File: config.mk
export PLATFORM = sky130hd
export DESIGN_NAME = crossbar_mvm_engine
export DESIGN_NICKNAME = d
export VERILOG_FILES = /design/src/rtl/crossbar_mvm_engine.sv
export SDC_FILE = /design/constraint.sdc
export NUM_CORES = 1
export LEC_CHECK = 0
export BUFFER_PORTS_ARGS = -buffer_cell sky130_fd_sc_hd__buf_4
export CAP_MARGIN = 20
export CORE_MARGIN = 4
export CORE_UTILIZATION = 40
export CTS_CLUSTER_DIAMETER = 100
export DETAILED_ROUTE_END_ITERATION = 16
export PLACE_DENSITY = 0.61
export REMOVE_ABC_BUFFERS = 1
export SETUP_SLACK_MARGIN = 0.4
export SLEW_MARGIN = 30
export SYNTH_ARGS = -nofsm -noshare
export SYNTH_HDL_FRONTEND = slang
export SYNTH_SLANG_ARGS = --single-unit
File: constraint.sdc
create_clock -name clk -period 20.1 [get_ports clk]
set_clock_uncertainty 0.1 [all_clocks]
set_input_delay 1.005 -clock clk [delete_from_list [all_inputs] [get_ports clk]]
set_output_delay 1.005 -clock clk [all_outputs]
set_load 0.02 [all_outputs]
File: src/rtl/crossbar_mvm_engine.sv
// ReRAM crossbar engine: row programming with settle delay and bit-serial
// matrix-vector multiply b = W^T x, sequenced through one valid/ready port.
module crossbar_mvm_engine #(
  parameter int ROWS         = 8,
  parameter int COLS         = 8,
  parameter int WBITS        = 2,
  parameter int XBITS        = 4,
  parameter int WRITE_CYCLES = 4,
  localparam int RB          = $clog2(ROWS),
  localparam int OBITS       = WBITS + XBITS + RB
) (
  input  logic                     clk,
  input  logic                     rst_n,
  input  logic                     cmd_valid,
  output logic                     cmd_ready,
  input  logic                     cmd_op,
  input  logic [RB-1:0]            wr_row,
  input  logic [COLS*WBITS-1:0]    wr_data,
  input  logic [ROWS*XBITS-1:0]    x,
  output logic                     wr_done,
  output logic                     wr_err,
  output logic                     b_valid,
  output logic [COLS*OBITS-1:0]    b,
  output logic                     busy
);

  localparam int CW  = (WRITE_CYCLES > 1) ? $clog2(WRITE_CYCLES) : 1;
  localparam int XIW = (XBITS > 1) ? $clog2(XBITS) : 1;
  localparam logic [CW-1:0]  CNT_LAST = CW'(WRITE_CYCLES - 1);
  localparam logic [XIW-1:0] BIT_TOP  = XIW'(XBITS - 1);
  localparam logic [RB:0]    ROWS_LIM = (RB+1)'(ROWS);

  typedef enum logic [1:0] {IDLE, PROG, MAC} state_t;

  state_t           state;
  logic [WBITS-1:0] w_cell   [ROWS][COLS];
  logic [WBITS-1:0] wr_lat   [COLS];
  logic [XBITS-1:0] x_lat    [ROWS];
  logic [OBITS-1:0] acc      [COLS];
  logic [OBITS-1:0] acc_next [COLS];
  logic [RB-1:0]    row_lat;
  logic [CW-1:0]    cnt;
  logic [XIW-1:0]   bit_idx;
  logic             row_ok;

  assign cmd_ready = (state == IDLE);
  assign busy      = ~cmd_ready;
  // Non-power-of-two ROWS leaves addressable rows that do not exist.
  assign row_ok    = ({1'b0, row_lat} < ROWS_LIM);

  always_comb begin
    for (int unsigned c = 0; c < COLS; c++) begin
      acc_next[c] = acc[c] << 1;
      for (int unsigned r = 0; r < ROWS; r++) begin
        if (x_lat[r][bit_idx]) acc_next[c] = acc_next[c] + OBITS'(w_cell[r][c]);
      end
    end
  end

  always_ff @(posedge clk or negedge rst_n) begin
    if (!rst_n) begin
      state   <= IDLE;
      cnt     <= '0;
      bit_idx <= '0;
      row_lat <= '0;
      wr_done <= 1'b0;
      wr_err  <= 1'b0;
      b_valid <= 1'b0;
      b       <= '0;
      for (int unsigned r = 0; r < ROWS; r++) begin
        x_lat[r] <= '0;
        for (int unsigned c = 0; c < COLS; c++) w_cell[r][c] <= '0;
      end
      for (int unsigned c = 0; c < COLS; c++) begin
        acc[c]    <= '0;
        wr_lat[c] <= '0;
      end
    end else begin
      wr_done <= 1'b0;
      wr_err  <= 1'b0;
      b_valid <= 1'b0;
      unique case (state)
        IDLE: begin
          if (cmd_valid) begin
            if (!cmd_op) begin
              row_lat <= wr_row;
              for (int unsigned c = 0; c < COLS; c++) wr_lat[c] <= wr_data[c*WBITS +: WBITS];
              cnt   <= '0;
              state <= PROG;
            end else begin
              for (int unsigned r = 0; r < ROWS; r++) x_lat[r] <= x[r*XBITS +: XBITS];
              for (int unsigned c = 0; c < COLS; c++) acc[c] <= '0;
              bit_idx <= BIT_TOP;
              state   <= MAC;
            end
          end
        end
        PROG: begin
          cnt <= cnt + 1'b1;
          if (cnt == CNT_LAST) begin
            if (row_ok) begin
              for (int unsigned c = 0; c < COLS; c++) w_cell[row_lat][c] <= wr_lat[c];
            end
            wr_err  <= ~row_ok;
            wr_done <= 1'b1;
            state   <= IDLE;
          end
        end
        MAC: begin
          for (int unsigned c = 0; c < COLS; c++) acc[c] <= acc_next[c];
          bit_idx <= bit_idx - 1'b1;
          if (bit_idx == '0) begin
            for (int unsigned c = 0; c < COLS; c++) b[c*OBITS +: OBITS] <= acc_next[c];
            b_valid <= 1'b1;
            state   <= IDLE;
          end
        end
        default: state <= IDLE;
      endcase
    end
  end

endmodule
* Yosys cells after proc, flatten, opt, wreduce, memory -nomap -nowiden
Cells that the tools add are included. Widths: inputs -> output; s select.
Word-level totals: register bits 323, word-level logic and storage cells 309
Operators by class: add/sub/neg operators 66, magnitude comparators 3, equal/unequal tests 8, mux-type cells 122, bitwise gates (word level) 3, reduce and logical (&&, ||, !) cells 12
Operators by type and width (count):
- $bwmux 128 | 8
- $add 9x2->9 | 64
- $mux 9 | 64
- $demux 16 s3 | 8
- $mux 71 | 2
- $pmux 71 s2 | 1
- $mux 2 | 9
- $bmux 1 s2 | 8
- $mux 16 | 1
- $reduce_and 3->1 | 5
- $mux 14 | 1
- $mux 1 | 12
- $mux 12 | 1
- $mux 10 | 1
- $mux 8 | 1
- $ne 2x2->1 const B | 4
- $pmux 2 s2 | 2
- $mux 6 | 1
- $pmux 2 s3 | 1
- $eq 2x2->1 const B | 2
- $ge 4x4->1 const B | 1
- $logic_not 2->1 | 2
- $lt 4x1->1 const B | 1
- $mux 4 | 1
- 10 further kinds | 13

* Longest topological paths before layout
depth in word-level cells 18, depth in mapped cells 37, depth with buffers taken out 31

* Least setup slack after synthesis
OpenSTA, ideal clock, no wires.
path type register to register, start register bit_idx[0], end register b[35], setup time 0.146 ns, arrival 8.231 ns, required time 19.854 ns, slack 11.623 ns, cell stages (with the launch flop) 32, path buffers 7, period minus slack after synthesis 8.477 ns, cells stage by stage dfrtp_1 > buf_6 > mux4_2 > buf_6 > buf_2 > buf_2 > buf_2 > buf_2 > clkbuf_1 > mux2i_1 > fa_1 > nand2_1 > o21ai_0 > fa_1 > mux2i_1 > fa_1 > mux2i_1 > fa_1 > mux2i_1 > inv_1 > fa_1 > nand2_1 > o21ai_0 > fa_1 > mux2i_1 > fa_1 > nand2_1 > or4_1 > a311oi_2 > nor2_1 > o311ai_0 > o311ai_1
Between the ends: longest elaborated chain between the ends 17, elaborated cells on any way between the ends 33, those cells by class 7 x add/sub; 24 x mux; 2 x reduce/logical
Ends and longest elaborated chain:
- start: declaration | line 43 | logic [XIW-1:0] bit_idx;
- start signal: assignment | line 111 | bit_idx <= bit_idx - 1'b1;
- $bmux 1 s2 | line 55 | if (x_lat[r][bit_idx]) acc_next[c] = acc_next[c] + OBITS'(w_cell[r][c]);
- $mux 1 (implied by the code) | line 55
- $mux 9 | line 55
- $add 9x2->9 | line 55
- $mux 9 | line 55
- $add 9x2->9 | line 55
- $mux 9 | line 55
- $add 9x2->9 | line 55
- $mux 9 | line 55
- $add 9x2->9 | line 55
- $mux 9 | line 55
- $add 9x2->9 | line 55
- $mux 9 | line 55
- $add 9x2->9 | line 55
- $mux 9 | line 55
- $add 9x2->9 | line 55
- $mux 9 | line 55
- end signal: assignment | line 69 | b <= '0;
- end: declaration | line 23 | output logic [COLS*OBITS-1:0] b,
Several ways; a longest one is shown, not always the timed one. The select of a mux whose other input is x is not followed. A chain may end at the register's enable or synchronous reset.

* Worst setup path in the final report
start register bit_idx[0], end register b[8]
Same word-level chain as after synthesis.

==> run metrics <==
Crit Path Class reg -> reg; largest net degree at the start of global routing 96; Slew HR 0.373; # nets final approximately 3200; most common cell after layout, fill and taps aside nand2_1; met2 Resource Use GR 0.327; max-slew violations 0; Layout Utilization 0.453; number of flops mapped to enable cells by yosys 0; Die X 265 um; dpl hpwl about 50 mm; crit path launch bit_idx[0]; Clock Tree Buf Depth 3; die footprint between 70000 and 80000 sq um; most frequent cells in the layout nand2_1 (364), dfrtp_1 (323), o21ai_0 (214); postcts setup bufs 0; post-cts sizing count 0; P_leak 13.0 nW; GP Congestion 0.867; Fmax 0.107 GHz; CP delay by family, top adder cells; startpoint types register; met1 GRT Util 0.269; # port buffers 130; Most used DFF post-synth dfrtp_1; Final Non-Filler Cells slightly below 4000; row count 93; DRC errors left 0; detailed-route wire length 69.4 mm; met3 Resource Use GR 0.0232; Avg Inst Size Synth 9.06 sq um; ratio of cells with drive above 1 in the final layout 0.151; DIE HEIGHT around 260 um; CP most frequent cell fa_1; clk_lat worst skew 0.56 ns; CP arrival 9.62 ns; Syn Inst Count 2909; drt via density 5.50; Slew @ Worst Pin 0.939 ns; GRT Residual Overflow 0; placed insts 3791; Root Driver clkbuf_16; number of diodes 0; Crit path depth 27; pre-CTS WS about 11 ns; Pwr per Cell Area 167 nW/um^2; global-route wire length before repair around 110 mm; slowest stage cell on the critical path mux4_4; R2R depth 27; total track usage 0.195; post-synthesis sequential area ratio 0.307; initial DRC count 1286; antenna violations before repair 0; RSZ-0062 raised after global routing false; Final min period 9.33 ns; Vias between 20000 and 25000; run status finished, final reports clean; VDD IR max 0.000104 V; Power, Total 4.91 mW; Routed Antenna Nets 0; Inserted Clock Buffers 37; worst-path maximum fanout 52; hold_ws 0.304 ns; CP max stage delay around 1.1 ns; #FFs+latches synth about 320; Crit. End Element register; Pre-Repair DR Iteration Count 5; MaxCap Viol Count 0; final hold violations 0; I/O Pins 132; worst path bufs/invs 4; period utilisation layout 0.464; Design Area, Final 29400 sq um; Post-synth ARST share 1.00; TritonCTS clock tree done; WL per Instance between 15 and 20 um; Synth warnings 0; number of global-route vias before repair ~21000; Req. time, crit path ~20 ns; Cell variety after synth 99; # hold bufs at CTS 0; mapped cell area 26400 sq um; final sum of negative setup slack 0 ns; Setup-failing EPs final 0; CTS clk-pin slew, worst paths 0.06 ns; Post-Place Cell Area around 28000 sq um; Final WS setup 10.77 ns; Initial Util 0.407; type of the worst min-delay path in -> async; H-tree Lvls 2; worst reg2reg startpoint bit_idx[0]; Core Box Area 64800 sq um; Clock Sinks 323; global routing's busiest layer met2; Area Overhead vs Synth 11.5%
-- layer usage --
metal / routed length (um) / vias to the layer above / part of all wire
met5: 0 / - / 0
met4: 1630 / 0 / 0.023
met3: 2670 / 88 / 0.038
met2: 32400 / 424 / 0.47
met1: 32800 / 10400 / 0.47
li1: - / 10300 / -
-- power breakdown --
| part | leakage, nW | internal, mW | total (mW) | switching (mW) |
|---|---|---|---|---|
| combinational | 8.09 | 1.17 | 3.07 | 1.91 |
| clock | 0.590 | 0.406 | 0.685 | 0.279 |
| sequential | 4.33 | 0.894 | 1.15 | 0.253 |
| total | 13.0 | 2.47 | 4.91 | 2.44 |
-- sequential cells by signal (all words and copies together), names as in the netlist --
name,flops
row_lat,3
wr_done,1
w_cell,128
b_valid,1
x_lat,32
wr_lat,16
acc,64
state,2
b,72
cnt,2
bit_idx,2
-- final cells by class --
type	instances	area (sq um)
inverters	148	556
multi-input cells	2309	17300
fillers	6153	35400
clock buffers	55	1110
repair buffers	156	1190
well taps	855	1070
flip-flops and latches	323	8080
clock inverters	9	104
-- synthesized netlist by cell type (19+ instances only) --
library cell,instances,share of area
nand4_1,46,0.011
and2_1,33,0.0078
ha_1,137,0.065
fa_1,56,0.043
inv_1,148,0.021
mux2i_1,89,0.034
nor3_1,69,0.013
a21oi_1,92,0.017
nand2b_1,36,0.0085
dfrtp_1,323,0.31
nand2_1,367,0.052
and3_1,22,0.0052
o211ai_1,27,0.0077
o21ai_0,214,0.041
xor2_1,99,0.033
mux2_2,181,0.077
nor4_1,19,0.0045
xnor2_1,187,0.062
nand3_1,113,0.021
clkbuf_1,103,0.015
nor2_1,158,0.022
a211oi_1,21,0.0060
a21o_1,45,0.013
nor2b_1,34,0.0081
-- worst paths after layout --
path | end | slack, ns
worst max register to register | b[8] | 10.77
min in group clk | x_lat[2] | 0.37
worst min register to register | x_lat[2] | 0.37
max in group asynchronous | b[62] | 17.51
worst max-delay path | b[8] | 10.77
worst min-delay path | w_cell[5] | 0.30
-- cells by family after synthesis --
| kind of cell | Yosys count | share of synthesized area |
|---|---|---|
| compound gates | 528 | 0.126 |
| xor+xnor | 312 | 0.117 |
| fa+ha+maj | 197 | 0.109 |
| buf+inv | 277 | 0.0410 |
| flops | 323 | 0.307 |
| mux | 279 | 0.118 |
| other cells | 1 | 0.000142 |
| simple gates | 992 | 0.183 |
Note: power is estimated with default switching activity, not from simulation.
